`config.mk`:
```
export PLATFORM = sky130hd
export DESIGN_NAME = ram_port_arbiter
export DESIGN_NICKNAME = d
export VERILOG_FILES = /design/src/rtl/ram_arb_pkg.sv /design/src/rtl/ram_arb_rr_picker.sv /design/src/rtl/ram_port_arbiter.sv
export SDC_FILE = /design/constraint.sdc
export NUM_CORES = 1
export LEC_CHECK = 0
export CAP_MARGIN = 20
export CORE_ASPECT_RATIO = 1.2
export CORE_MARGIN = 2
export CORE_UTILIZATION = 25
export DETAILED_ROUTE_END_ITERATION = 10
export GPL_TIMING_DRIVEN = 0
export SLEW_MARGIN = 15
export SYNTH_ARGS = -nofsm -noshare
export SYNTH_HDL_FRONTEND = slang
export SYNTH_SLANG_ARGS = --single-unit
```
`constraint.sdc`:
```
create_clock -name clk -period 1.6 [get_ports clk]
set_input_delay 0.32 -clock clk [delete_from_list [all_inputs] [get_ports clk]]
set_output_delay 0.32 -clock clk [all_outputs]
set_load 0.05 [all_outputs]
```
`src/rtl/ram_arb_pkg.sv`:
```
// Shared types and constants for the two-requester RAM port arbiter.
package ram_arb_pkg;

  typedef enum logic [1:0] {IDLE, ISSUE, RWAIT} state_t;

  typedef logic req_id_t;

  localparam req_id_t REQ_CPU = 1'b0;
  localparam req_id_t REQ_SPI = 1'b1;

endpackage

```
`src/rtl/ram_arb_rr_picker.sv`:
```
// Combinational winner selection between the CPU and SPI requesters.
module ram_arb_rr_picker
  import ram_arb_pkg::*;
#(
  parameter int unsigned FIXED_PRIO = 0
) (
  input  logic    req0,
  input  logic    req1,
  input  req_id_t last_owner,
  output req_id_t winner,
  output logic    any_req
);

  // Lone requester wins; ties go to CPU or alternate away from the last owner.
  always_comb begin
    any_req = req0 | req1;
    winner  = REQ_CPU;
    if (req0 && req1) begin
      winner = (FIXED_PRIO != 0) ? REQ_CPU : req_id_t'(~last_owner);
    end else if (req1) begin
      winner = REQ_SPI;
    end
  end

endmodule

```
`src/rtl/ram_port_arbiter.sv`:
```
// Shares one single-port RAM between two requesters; one access in flight at a time.
module ram_port_arbiter
  import ram_arb_pkg::*;
#(
  parameter int unsigned ADDR_WIDTH = 8,
  parameter int unsigned DATA_WIDTH = 32,
  parameter int unsigned FIXED_PRIO = 0
) (
  input  logic                  clk,
  input  logic                  rst,
  input  logic                  req0,
  input  logic                  we0,
  input  logic [ADDR_WIDTH-1:0] addr0,
  input  logic [DATA_WIDTH-1:0] wdata0,
  input  logic                  req1,
  input  logic                  we1,
  input  logic [ADDR_WIDTH-1:0] addr1,
  input  logic [DATA_WIDTH-1:0] wdata1,
  output logic                  gnt0,
  output logic                  gnt1,
  output logic                  rvalid0,
  output logic                  rvalid1,
  output logic [DATA_WIDTH-1:0] rdata0,
  output logic [DATA_WIDTH-1:0] rdata1,
  output logic                  mem_en,
  output logic                  mem_we,
  output logic [ADDR_WIDTH-1:0] mem_addr,
  output logic [DATA_WIDTH-1:0] mem_wdata,
  input  logic [DATA_WIDTH-1:0] mem_rdata,
  output logic                  busy
);

  state_t                state_q, state_d;
  req_id_t               owner_q, owner_d;
  req_id_t               last_owner_q, last_owner_d;
  logic [1:0]            gnt_q, gnt_d;
  logic [1:0]            rvalid_q, rvalid_d;
  logic                  mem_en_q, mem_en_d;
  logic                  mem_we_q, mem_we_d;
  logic [ADDR_WIDTH-1:0] mem_addr_q, mem_addr_d;
  logic [DATA_WIDTH-1:0] mem_wdata_q, mem_wdata_d;
  logic [DATA_WIDTH-1:0] rdata0_q, rdata0_d;
  logic [DATA_WIDTH-1:0] rdata1_q, rdata1_d;
  logic                  busy_q, busy_d;

  req_id_t winner;
  logic    any_req;

  ram_arb_rr_picker #(
    .FIXED_PRIO (FIXED_PRIO)
  ) u_picker (
    .req0       (req0),
    .req1       (req1),
    .last_owner (last_owner_q),
    .winner     (winner),
    .any_req    (any_req)
  );

  // Next-state logic: accept in IDLE, strobe RAM in ISSUE, capture read data in RWAIT.
  always_comb begin
    state_d      = state_q;
    owner_d      = owner_q;
    last_owner_d = last_owner_q;
    gnt_d        = '0;
    rvalid_d     = '0;
    mem_en_d     = 1'b0;
    mem_we_d     = mem_we_q;
    mem_addr_d   = mem_addr_q;
    mem_wdata_d  = mem_wdata_q;
    rdata0_d     = rdata0_q;
    rdata1_d     = rdata1_q;
    unique case (state_q)
      IDLE: begin
        if (any_req) begin
          state_d       = ISSUE;
          owner_d       = winner;
          last_owner_d  = winner;
          gnt_d[winner] = 1'b1;
          mem_en_d      = 1'b1;
          if (winner == REQ_SPI) begin
            mem_we_d    = we1;
            mem_addr_d  = addr1;
            mem_wdata_d = wdata1;
          end else begin
            mem_we_d    = we0;
            mem_addr_d  = addr0;
            mem_wdata_d = wdata0;
          end
        end
      end
      ISSUE: begin
        state_d = mem_we_q ? IDLE : RWAIT;
      end
      RWAIT: begin
        state_d           = IDLE;
        rvalid_d[owner_q] = 1'b1;
        if (owner_q == REQ_SPI) begin
          rdata1_d = mem_rdata;
        end else begin
          rdata0_d = mem_rdata;
        end
      end
      default: state_d = IDLE;
    endcase
    // busy is registered, so it tracks the state being entered.
    busy_d = (state_d != IDLE);
  end

  // State and output registers with synchronous reset.
  always_ff @(posedge clk) begin
    if (rst) begin
      state_q      <= IDLE;
      owner_q      <= REQ_CPU;
      last_owner_q <= REQ_SPI;
      gnt_q        <= '0;
      rvalid_q     <= '0;
      mem_en_q     <= 1'b0;
      mem_we_q     <= 1'b0;
      mem_addr_q   <= '0;
      mem_wdata_q  <= '0;
      rdata0_q     <= '0;
      rdata1_q     <= '0;
      busy_q       <= 1'b0;
    end else begin
      state_q      <= state_d;
      owner_q      <= owner_d;
      last_owner_q <= last_owner_d;
      gnt_q        <= gnt_d;
      rvalid_q     <= rvalid_d;
      mem_en_q     <= mem_en_d;
      mem_we_q     <= mem_we_d;
      mem_addr_q   <= mem_addr_d;
      mem_wdata_q  <= mem_wdata_d;
      rdata0_q     <= rdata0_d;
      rdata1_q     <= rdata1_d;
      busy_q       <= busy_d;
    end
  end

  assign gnt0      = gnt_q[0];
  assign gnt1      = gnt_q[1];
  assign rvalid0   = rvalid_q[0];
  assign rvalid1   = rvalid_q[1];
  assign rdata0    = rdata0_q;
  assign rdata1    = rdata1_q;
  assign mem_en    = mem_en_q;
  assign mem_we    = mem_we_q;
  assign mem_addr  = mem_addr_q;
  assign mem_wdata = mem_wdata_q;
  assign busy      = busy_q;

endmodule

```
==> metrics.md, run 1 <==
| Metric | Value |
|---|---|
| Standard cell with the maximum stage delay on the critical path | `sky130_fd_sc_hd__clkdlybuf4s15_1` |
| Number of standard cells after synthesis | `499` |
| Total count of max-transition violations in the final report | `0` |
| Max-cap viol count | `0` |
| Worst IR Drop VDD | `0.546 mV` |
| Initial detailed-routing violation count | `125` |
| Via density | `4.46` |
| RSZ-0062 raised after global routing | `yes` |
| Non-filler cells in the finished layout | `981` |
| Area leader, netlist | `sky130_fd_sc_hd__dfxtp_1` |
| Syn-to-layout area delta | `63.7%` |
| Number of rows created at floorplan | `54` |
| Outcome | `finished, final reports clean` |
| Kind of path behind the tightest hold check | `reg -> reg` |
| Crit path largest cell delay | `0.50 ns` |
| Post-Place Cells | `951` |
| Vias post-DR | `4373` |
| Fraction of the yosys area taken by sequential cells | `50.1%` |
| Synth Cell Area | `0.00460 mm^2` |
| Count of filler cells inserted in the layout | `1854` |
| H-tree depth reported by CTS | `4` |
| Clock slew at reported path FFs | `0.05 ns` |
| Count of endpoints failing setup in the final report | `0` |
| Die span in y | `153 um` |
| Period utilization | `97.2%` |
| Effective utilization at floorplan | `25.4%` |
| Start point of the critical path | `rdata0[29]` |
| Proportion of synthesized area in mux cells | `8.92%` |
| Number of nets in the layout | `863` |
| Drt pass-1 iters | `4` |
| Power density over the cells | `1170 mW/mm^2` |
| Synth top area cells | `sky130_fd_sc_hd__dfxtp_1 50%, sky130_fd_sc_hd__a21oi_1 11%, sky130_fd_sc_hd__nand2_1 11%` |
| Diodes inserted | `0` |
| Area fraction in compound gates after synthesis | `23.2%` |
| Fraction of final layout cells sized beyond drive strength 1 | `27.7%` |
| WL final | `15.2 mm` |
| Clock tree from TritonCTS | `built` |
| Critical Path Sink Type | `output pin` |
| Portion of synthesized cell area occupied by the leading cell type | `50.1%` |
| Data required time at the worst endpoint | `1.28 ns` |
| Top delay family on crit path | `buffers and inverters` |
| Multi-input combinational cell area | `0.00210 mm^2` |
| Port-buffer cells | `228` |
| Overall die area | `0.0195 mm^2` |
| Number of nets with antenna violations after detailed routing | `0` |
| Clk_lat worst skew | `0.41 ns` |
| Standard cell core area | `0.0181 mm^2` |
| Worst EP arrival | `1.24 ns` |
| Global-route congestion overflow total | `0` |
| XOR/XNOR Fraction of Synth Area | `0%` |
| Cell-by-cell listing of the critical path | `clkdlybuf4s15_1` |
| Endpoints failing hold | `0` |
| Final weighted congestion in routability-driven placement | `0.741` |
| Top-Level Pins | `229` |
| Number of buffers inserted by post-CTS setup repair | `0` |
| Total GRT Usage | `15.6%` |
| Routed len/inst | `15.5 um` |
| Number of flip-flops and latches in the synthesized netlist | `115` |
| Width of the die | `128 um` |
| Minimum period implied by the final worst setup slack | `1.56 ns` |
| Sink Count | `115` |
| Hold path startpoint | `rdata1[0]` |
| Number of buffers on the longest clock path | `2` |
| Average instance area after synthesis | `9.22 um^2` |
| Final Skew | `0.00509 ns` |
| Wire length of the first global-routing pass | `23.9 mm` |
| Timing-limited maximum frequency | `643 MHz` |
| Number of buffer and inverter instances along the worst setup path | `1` |
| Sort of element at the start of the critical path | `register` |
| Maximum number of pins on one net before global-route repair | `17` |
| Root Buffer Master | `sky130_fd_sc_hd__clkbuf_16` |
| Sequential cell area in the final layout | `0.00230 mm^2` |
| Leakage power total | `2.86 nW` |
| Transition time at the pin with the least slew margin | `0.725 ns` |
| Number of global-route vias before repair | `4461` |
| Adder and majority gate portion of the synthesized area | `0%` |
| Library cells used by synthesis | `29` |
| R2R Path Start | `state_q[0]` |
| Summed area of non-filler cells in the final layout | `0.00753 mm^2` |
| Remaining routing DRC violations | `0` |
| Highest net fanout along the worst path | `2` |
| Share of synthesized cell area in and, or, nand and nor gates | `12.6%` |
| Detail Placement HPWL | `11.2 mm` |
| Inserted Clock Buffers | `17` |
| Placement-stage cell area | `0.00716 mm^2` |
| Synthesis Warnings | `0` |
| Dominant combinational cell family by area after synthesis | `compound AO/OA/AOI/OAI gates` |
| Antenna violations before repair | `0` |
| Setup Crit Path Kind | `reg -> out` |
| Worst slew margin relative to its limit | `51.6%` |
| Syn nets | `617` |
[Yosys cell counts]
cell type / instances
sky130_fd_sc_hd__o22ai_1: 1
sky130_fd_sc_hd__nand2_1: 131
sky130_fd_sc_hd__buf_6: 5
sky130_fd_sc_hd__a21boi_1: 1
sky130_fd_sc_hd__clkinv_1: 1
sky130_fd_sc_hd__dfxtp_1: 115
sky130_fd_sc_hd__nor3_1: 1
sky130_fd_sc_hd__buf_4: 1
sky130_fd_sc_hd__nor2_1: 3
sky130_fd_sc_hd__inv_1: 2
sky130_fd_sc_hd__buf_1: 1
sky130_fd_sc_hd__nor3b_2: 1
sky130_fd_sc_hd__nand3b_1: 1
sky130_fd_sc_hd__buf_2: 13
sky130_fd_sc_hd__nor3b_1: 1
sky130_fd_sc_hd__a21boi_0: 1
sky130_fd_sc_hd__a21oi_1: 105
sky130_fd_sc_hd__and3b_1: 1
sky130_fd_sc_hd__or2_2: 1
sky130_fd_sc_hd__and2_1: 1
sky130_fd_sc_hd__clkbuf_1: 25
sky130_fd_sc_hd__nand2b_1: 1
sky130_fd_sc_hd__mux2i_1: 41
sky130_fd_sc_hd__a211o_1: 1
sky130_fd_sc_hd__o21ba_1: 1
sky130_fd_sc_hd__a211oi_2: 39
sky130_fd_sc_hd__or3b_2: 1
sky130_fd_sc_hd__nor4b_1: 1
sky130_fd_sc_hd__a211oi_1: 2
[cells in the final DEF (no fill, tap or decap), types with 2 or more instances in the layout]
| cell type | instances |
|---|---|
| sky130_fd_sc_hd__dfxtp_2 | 2 |
| sky130_fd_sc_hd__clkbuf_2 | 79 |
| sky130_fd_sc_hd__dfxtp_1 | 113 |
| sky130_fd_sc_hd__clkdlybuf4s50_1 | 117 |
| sky130_fd_sc_hd__clkdlybuf4s15_1 | 16 |
| sky130_fd_sc_hd__nor2_1 | 3 |
| sky130_fd_sc_hd__buf_6 | 8 |
| sky130_fd_sc_hd__bufinv_16 | 3 |
| sky130_fd_sc_hd__mux2i_1 | 30 |
| sky130_fd_sc_hd__a211oi_2 | 39 |
| sky130_fd_sc_hd__a21oi_1 | 105 |
| sky130_fd_sc_hd__inv_1 | 2 |
| sky130_fd_sc_hd__clkinv_2 | 3 |
| sky130_fd_sc_hd__nand2_1 | 131 |
| sky130_fd_sc_hd__buf_4 | 2 |
| sky130_fd_sc_hd__inv_6 | 2 |
| sky130_fd_sc_hd__buf_2 | 7 |
| sky130_fd_sc_hd__clkdlybuf4s15_2 | 26 |
| sky130_fd_sc_hd__clkbuf_16 | 17 |
| sky130_fd_sc_hd__a211oi_1 | 2 |
| sky130_fd_sc_hd__clkinvlp_4 | 5 |
| sky130_fd_sc_hd__clkbuf_1 | 14 |
| sky130_fd_sc_hd__clkbuf_4 | 2 |
| sky130_fd_sc_hd__mux2i_2 | 11 |
[layout make-up]
cell class              count  area share (%)
clock buffers              18            5.70
repair buffers            228            26.2
plain buffers              44            3.62
inverters                   3           0.150
flip-flops and latches    115            30.6
multi-input cells         336            27.9
well taps                 224            3.72
clock inverters            13            2.13
[where the power goes]
group	internal, W	switching, W	leakage (nW)
clock network	0.00244	0.00137	0.275
logic	0.000724	0.00117	1.64
registers	0.00304	0.0000961	0.941
[per-layer routing]
layer | global-route usage [%] | share of wire, % | wire length, um | vias to the layer above
met5 | 0 | 0 | 0 | -
met2 | 25.9 | 46 | 6950 | 163
li1 | - | - | - | 2207
met3 | 6.99 | 9.3 | 1420 | 20
met4 | 4.29 | 1.6 | 241 | 0
met1 | 18.1 | 43 | 6620 | 1983
[registers in the layout (all words and copies together), names as in the netlist]
| register | flops |
|---|---|
| mem_we | 1 |
| rdata0 | 32 |
| busy | 1 |
| mem_wdata | 32 |
| owner_q | 1 |
| last_owner_q | 1 |
| rvalid_q | 2 |
| state_q | 2 |
| gnt_q | 2 |
| mem_en | 1 |
| mem_addr | 8 |
| rdata1 | 32 |
[worst paths after layout]
check | to | slack [ns] | cells past startpoint
worst min-delay path | rdata1[0] | 0.45 | 2
worst max-delay path | rdata0[29] | 0.04 | 1
worst min register to register | rdata1[0] | 0.45 | 2
worst max register to register | mem_wdata[0] | 0.14 | 6
[repair_timing]
item,4_1_cts,5_1_grt
hold buffers,0,0
resized for setup,250,108
endpoints found under the hold margin,0,0
endpoints found under the setup margin,173,173
gates cloned,0,0
[logic make-up after synthesis]
kind of cell | Yosys count
buffers and inverters | 48
flip-flops | 115
multiplexers | 41
AO/OA/AOI/OAI | 151
AND/OR/NAND/NOR | 144
[through the flow]
| step | util, % | power, W | TNS, ns | setup slack [ns] | hold slack (ns) |
|---|---|---|---|---|---|
| floorplan | - | 0.00438 | 0 | 0.221 | 0.404 |
| global placement | 39.6 | 0.00518 | -43.43 | -0.885 | 0.441 |
| detailed placement | 39.6 | 0.00519 | -43.80 | -0.889 | 0.447 |
| CTS | 43.0 | 0.00898 | 0 | 0.000207 | 0.454 |
| global route | 41.6 | 0.00922 | -0.0108 | -0.0108 | 0.468 |
| finish | 41.6 | 0.00884 | 0 | 0.0447 | 0.451 |
Note: power is estimated with default switching activity, not from simulation.
==> run 2: changes to the inputs <==
- CORE_MARGIN: 2 -> unset
==> run 2 against run 1 <==
Compared with the run above:
- sequential power barely moved
- register-to-register slack got worse by 0.06 ns
- final cell count down 0.20%
- routed wire length down 0.61%
- critical endpoint is now rdata0[26]
- combinational power about the same
- highest routed layer is now met5
- sequential share of layout area about the same
- non-clock buffer count is 1 higher
- die area is 2.9% lower
==> metrics.md, run 2 (synthesis gave the netlist of run 1 again) <==
| Metric | Value |
|---|---|
| Number of instances resized during post-cts repair | `262 (+4.8%)` |
| Outcome | `finished, final reports clean` |
| Internal power of the cells | `0.00629 W (+1.4%)` |
| Data required time at the worst endpoint | `1.28 ns (about the same)` |
| Number of nets in the layout | `864 (+0.12%)` |
| Top-Level Pins | `229 (unchanged)` |
| Worst slew margin relative to its limit | `52.5% (+0.85 points)` |
| Setup Crit Path Kind | `reg -> out` |
| Max-cap viol count | `0 (unchanged)` |
| Drt pass-1 iters | `4 (unchanged)` |
| Minimum period implied by the final worst setup slack | `1.56 ns (+0.000439 ns)` |
| Vias post-DR | `4389 (+0.37%)` |
| Worst IR Drop VDD | `0.470 mV (-14%)` |
| Root Buffer Master | `sky130_fd_sc_hd__clkbuf_16` |
| Via density | `4.48 (+0.57%)` |
| Dpl ws | `-0.881 ns (+0.00873 ns)` |
| Sort of element at the start of the critical path | `register` |
| Clock tree from TritonCTS | `built` |
| Effective utilization at floorplan | `25.9% (+0.48 points)` |
| Timing-limited maximum frequency | `643 MHz (about the same)` |
| Inserted Clock Buffers | `17 (unchanged)` |
| Number of buffers on the longest clock path | `2 (unchanged)` |
| Number of nets with antenna violations after detailed routing | `0 (unchanged)` |
| Worst EP arrival | `1.24 ns (about the same)` |
| Endpoints failing hold | `0 (unchanged)` |
| Hold bufs inserted after CTS | `0 (unchanged)` |
| Remaining routing DRC violations | `0 (unchanged)` |
| Proportion of power drawn by combinational gates | `21.2% (-0.2 points)` |
| R2R Path Start | `state_q[1]` |
| Critical Path Sink Type | `output pin` |
| Routed len/inst | `15.5 um (-0.41%)` |
| Start point of the critical path | `rdata0[26]` |
| Antenna violations before repair | `1 (+1)` |
| Number of global-route vias before repair | `4364 (-2.2%)` |
| Relative contribution of sequential cells to total power | `35.2% (-0.3 points)` |
| Final Skew | `0.00604 ns (+0.000951 ns)` |
| Sw power | `0.00263 W (-0.37%)` |
| Count of endpoints failing setup in the final report | `0 (unchanged)` |
| Clock slew at reported path FFs | `0.05 ns (about the same)` |
| Depth of the most critical reg-to-reg path | `5 (-1)` |
| Highest net fanout along the worst path | `2 (unchanged)` |
| Power density over the cells | `1180 mW/mm^2 (+0.82%)` |
| Logic depth of the worst path, buffers included | `1 (unchanged)` |
| Smallest setup slack after layout | `0.0443 ns (-0.000439 ns)` |
| Most common cell after layout, fill and taps aside | `sky130_fd_sc_hd__nand2_1` |
| Standard cell core area | `0.0178 mm^2 (-1.9%)` |
| Syn-to-layout area delta | `63.8% (about the same)` |
| Width of the die | `126 um (-1.6%)` |
| Number of buffer and inverter instances along the worst setup path | `1 (unchanged)` |
| Net switching fraction of the power | `29.5% (-0.37 points)` |
| Fraction of final layout cells sized beyond drive strength 1 | `27.7% (-0.073 points)` |
| Post-Place Cells | `947 (-0.42%)` |
| Number of buffers inserted by post-CTS setup repair | `0 (unchanged)` |
| Top library cells by usage in the layout, fill and taps aside | `131 x sky130_fd_sc_hd__nand2_1, 117 x sky130_fd_sc_hd__clkdlybuf4s50_1, 113 x sky130_fd_sc_hd__dfxtp_1, 105 x sky130_fd_sc_hd__a21oi_1, 78 x sky130_fd_sc_hd__clkbuf_2` |
| Clock network power share | `43.6% (+0.5 points)` |
| Non-filler cells in the finished layout | `979 (-0.20%)` |
| Global-route congestion overflow total | `0 (unchanged)` |
| RSZ-0062 raised after global routing | `no` |
| Crit path largest cell delay | `0.50 ns (about the same)` |
| WL final | `15.1 mm (-0.61%)` |
| Standard cell with the maximum stage delay on the critical path | `sky130_fd_sc_hd__clkdlybuf4s15_1` |
| Diodes inserted | `0 (unchanged)` |
| Sink Count | `115 (unchanged)` |
| Initial detailed-routing violation count | `159 (+27%)` |
| Top delay family on crit path | `buffers and inverters` |
| Wire length of the first global-routing pass | `23.7 mm (-1.1%)` |
| Clk_lat worst skew | `0.41 ns (about the same)` |
| Final standard cell utilization of the core | `42.4% (+0.81 points)` |
| Total GRT Usage | `16.2% (+0.63 points)` |
| Period utilization | `97.2% (about the same)` |
| Port-buffer cells | `228 (unchanged)` |
| Cell-by-cell listing of the critical path | `clkdlybuf4s15_1` |
| Die span in y | `151 um (-1.3%)` |
| Overall die area | `0.0189 mm^2 (-2.9%)` |
| H-tree depth reported by CTS | `4 (unchanged)` |
| Detail Placement HPWL | `11.3 mm (+0.30%)` |
| Maximum number of pins on one net before global-route repair | `17 (unchanged)` |
| Worst setup path end | `rdata0[26]` |
| Transition time at the pin with the least slew margin | `0.713 ns (-0.0128 ns)` |
| Destination of the worst register-to-register timing path | `rdata0[5]` |
| Register-to-Register Setup Slack | `0.08 ns (-0.06 ns)` |
| Leakage power total | `2.88 nW (+0.64%)` |
| Kind of path behind the tightest hold check | `reg -> reg` |
| WHS Path Cells | `2 (unchanged)` |
| Total count of max-transition violations in the final report | `0 (unchanged)` |
| Number of rows created at floorplan | `53 (-1.9%)` |
| Final-layout worst hold slack | `0.450 ns (-0.00111 ns)` |
| Final weighted congestion in routability-driven placement | `0.721 (-2.7%)` |
-- run 2: how the worst min path moves through the flow --
stage / startpoint / endpoint / slack (ns)
floorplan: rst / state_q[1] / 0.40
global placement: rdata0[29] / rdata0[29] / 0.44
detailed placement: rdata1[26] / rdata1[26] / 0.45
CTS: rdata0[31] / rdata0[31] / 0.45
global route: rdata0[12] / rdata0[12] / 0.47
finish: rdata1[26] / rdata1[26] / 0.45
-- run 2: per-layer routing --
metal / routed length [um] / track usage (%) / up-vias
met1: 6380 / 18.0 / 1989
li1: - / - / 2219
met4: 161 / 5.12 / 2
met2: 7270 / 28.2 / 163
met5: 11 / 0 / -
met3: 1300 / 6.79 / 16
-- run 2: power by group through the flow --
stage               Sequential [W]  Clock [W]  Combinational, W
global placement           0.00319          0           0.00199
CTS                        0.00314    0.00400           0.00194
global route               0.00316    0.00415           0.00201
floorplan                  0.00377          0          0.000619
detailed placement         0.00320          0           0.00200
finish                     0.00314    0.00389           0.00189
-- run 2: metrics by stage --
stage	power (W)	setup TNS, ns	area [um^2]
3_5_place_dp	0.00520	-46.67	7160
2_1_floorplan	0.00438	0	4600
4_1_cts	0.00908	0	7830
5_1_grt	0.00931	0	7530
6_report	0.00892	0	7530
3_3_place_gp	0.00518	-44.06	7160
-- run 2: area by class of cell --
type | count | area [um^2]
fill | 1799 | 10200
sequential | 115 | 2300
buffer | 45 | 270
tap | 220 | 275
timing repair buffer | 228 | 1980
inverter | 3 | 11.3
multi-input combinational | 336 | 2080
clock inverter | 13 | 159
clock buffer | 19 | 453
==> run 3: changes to the inputs <==
- PLACE_DENSITY_LB_ADDON: unset -> 0.25
==> run 3 against run 2 <==
Compared with the run above:
- non-clock buffer count shrank 1
- power fell by 2.2%
- largest cell class unchanged
- clock-buffer cell count grew 5
- critical path type unchanged
- final cell count is 0.41% lower
- routed wire length increased by 0.87%
- via count increased by 2.3%
==> metrics.md, run 3 (synthesis gave the netlist of run 1 again) <==
| Metric | Value |
|---|---|
| Outcome | `finished, final reports clean` |
| Period utilization | `97.5% (+0.30 points)` |
| Placement-stage cell area | `0.00716 mm^2 (unchanged)` |
| Maximum number of pins on one net before global-route repair | `17 (unchanged)` |
| Net switching fraction of the power | `28.6% (-0.86 points)` |
| Kind of path behind the tightest hold check | `reg -> reg` |
| Via density | `4.60 (+2.7%)` |
| Crit path largest cell delay | `0.51 ns (about the same)` |
| Number of buffers on the longest clock path | `2 (unchanged)` |
| Depth of the most critical reg-to-reg path | `6 (+1)` |
| Number of nets in the layout | `863 (-0.12%)` |
| Number of nets with antenna violations after detailed routing | `0 (unchanged)` |
| Diodes inserted | `0 (unchanged)` |
| Sw power | `0.00249 W (-5.0%)` |
| Global-route congestion overflow total | `0 (unchanged)` |
| Logic depth of the worst path, buffers included | `1 (unchanged)` |
| Max-cap viol count | `0 (unchanged)` |
| Detail Placement HPWL | `11.6 mm (+3.2%)` |
| Inserted Clock Buffers | `17 (unchanged)` |
| Wire length of the first global-routing pass | `23.3 mm (-1.4%)` |
| Standard cell with the maximum stage delay on the critical path | `sky130_fd_sc_hd__clkdlybuf4s15_1` |
| Clk_lat worst skew | `0.41 ns (about the same)` |
| H-tree depth reported by CTS | `4 (unchanged)` |
| Minimum period implied by the final worst setup slack | `1.56 ns (+0.00476 ns)` |
| Clock slew at reported path FFs | `0.05 ns (about the same)` |
| Final Skew | `0.0104 ns (+0.00436 ns)` |
| WL final | `15.3 mm (+0.87%)` |
| Cell-by-cell listing of the critical path | `clkdlybuf4s15_1` |
| Setup Crit Path Kind | `reg -> out` |
| Relative contribution of sequential cells to total power | `36.1% (+0.9 points)` |
| Antenna violations before repair | `0 (-1)` |
| Highest net fanout along the worst path | `2 (unchanged)` |
| Top-Level Pins | `229 (unchanged)` |
| Sort of element at the start of the critical path | `register` |
| Top delay family on crit path | `buffers and inverters` |
| Final weighted congestion in routability-driven placement | `0.744 (+3.3%)` |
| Power density over the cells | `1160 mW/mm^2 (-2.4%)` |
| Fraction of final layout cells sized beyond drive strength 1 | `27.0% (-0.65 points)` |
| Destination of the worst register-to-register timing path | `mem_wdata[25]` |
| Clock network power share | `42.2% (-1.4 points)` |
| Worst setup path end | `mem_addr[6]` |
| Syn-to-layout area delta | `64.1%` |
| Total GRT Usage | `16.1% (-0.16 points)` |
| Vias post-DR | `4489 (+2.3%)` |
| Final-layout worst hold slack | `0.452 ns (+0.00172 ns)` |
| Effective utilization at floorplan | `25.9% (unchanged)` |
| Worst slew margin relative to its limit | `54.6% (+2.1 points)` |
| Critical Path Sink Type | `output pin` |
| Number of buffer and inverter instances along the worst setup path | `1 (unchanged)` |
| Internal power of the cells | `0.00623 W (-0.98%)` |
| Start point of the critical path | `mem_addr[6]` |
| R2R Path Start | `state_q[0]` |
| Count of endpoints failing setup in the final report | `0 (unchanged)` |
| Root Buffer Master | `sky130_fd_sc_hd__clkbuf_16` |
| Overall die area | `0.0189 mm^2 (unchanged)` |
| Drt pass-1 iters | `5 (+1)` |
| RSZ-0062 raised after global routing | `no` |
| Accumulated negative setup slack | `0 ns (unchanged)` |
| Top library cells by usage in the layout, fill and taps aside | `131 x sky130_fd_sc_hd__nand2_1, 117 x sky130_fd_sc_hd__clkdlybuf4s50_1, 113 x sky130_fd_sc_hd__dfxtp_1, 105 x sky130_fd_sc_hd__a21oi_1, 73 x sky130_fd_sc_hd__clkbuf_2` |
| Routed len/inst | `15.7 um (+1.3%)` |
| Endpoints failing hold | `0 (unchanged)` |
| Port-buffer cells | `228 (unchanged)` |
| Remaining routing DRC violations | `0 (unchanged)` |
| Register-to-Register Setup Slack | `0.12 ns (+0.04 ns)` |
| Number of rows created at floorplan | `53 (unchanged)` |
| Summed area of non-filler cells in the final layout | `0.00755 mm^2 (+0.20%)` |
| Worst EP arrival | `1.24 ns (about the same)` |
| Data required time at the worst endpoint | `1.28 ns (about the same)` |
| Total count of max-transition violations in the final report | `0 (unchanged)` |
| Worst IR Drop VDD | `0.580 mV (+23%)` |
| Most common cell after layout, fill and taps aside | `sky130_fd_sc_hd__nand2_1` |
| Die span in y | `151 um (unchanged)` |
| Proportion of power drawn by combinational gates | `21.7% (+0.5 points)` |
| Sink Count | `115 (unchanged)` |
| Width of the die | `126 um (unchanged)` |
| Clock tree from TritonCTS | `built` |
| Transition time at the pin with the least slew margin | `0.681 ns (-0.0313 ns)` |
| Standard cell core area | `0.0178 mm^2 (unchanged)` |
| Initial detailed-routing violation count | `157 (-1.3%)` |
| Leakage power total | `2.87 nW (-0.32%)` |
| Number of global-route vias before repair | `4557 (+4.4%)` |
| Timing-limited maximum frequency | `641 MHz (-0.31%)` |
run 3: through the flow:
step | setup slack, ns | cells | utilization, % | total power (W)
6_report | 0.0395 | 975 | 42.5 | 0.00872
5_1_grt | 0.000120 | 975 | 42.5 | 0.00910
4_1_cts | 0.000243 | 976 | 43.8 | 0.00888
2_1_floorplan | 0.221 | 499 | - | 0.00438
3_3_place_gp | -0.751 | 947 | 40.3 | 0.00516
3_5_place_dp | -0.790 | 947 | 40.3 | 0.00520
run 3: how the worst min path moves through the flow:
stage / cells past startpoint / end / slack (ns) / from
global route: 2 / rdata1[28] / 0.47 / rdata1[28]
finish: 2 / rdata0[2] / 0.45 / rdata0[2]
detailed placement: 2 / rdata1[12] / 0.45 / rdata1[12]
CTS: 2 / rdata1[12] / 0.45 / rdata1[12]
floorplan: 1 / state_q[1] / 0.40 / rst
global placement: 2 / rdata1[19] / 0.44 / rdata1[19]
run 3: area by class of cell:
type,count,area [um^2]
Timing Repair Buffer,228,2000
Clock inverter,5,75.1
Clock buffer,24,502
Buffer,44,269
Tap cell,220,275
Fill cell,1789,10200
Multi-Input combinational cell,336,2110
Sequential cell,115,2300
Inverter,3,11.3
run 3: power by group through the flow:
| stage | combinational [W] | sequential, W | clock (W) |
|---|---|---|---|
| 2_1_floorplan | 0.000619 | 0.00377 | 0 |
| 3_3_place_gp | 0.00196 | 0.00320 | 0 |
| 3_5_place_dp | 0.00199 | 0.00320 | 0 |
| 4_1_cts | 0.00193 | 0.00315 | 0.00380 |
| 5_1_grt | 0.00200 | 0.00317 | 0.00393 |
| 6_report | 0.00189 | 0.00315 | 0.00368 |
run 3: metal layers:
metal	part of all wire [%]	vias to the layer above	track usage [%]
met1	39	2080	16.5
li1	-	2222	-
met5	0	-	0
met2	50	173	29.3
met3	9.5	14	7.18
met4	1.1	0	5.06
run 3: what timing repair did:
item                       in CTS  in global routing
setup buffers                   0                  0
setup endpoints to repair     176                164
pin swaps                       0                  0
hold buffers                    0                  0
resized for setup             260                 95
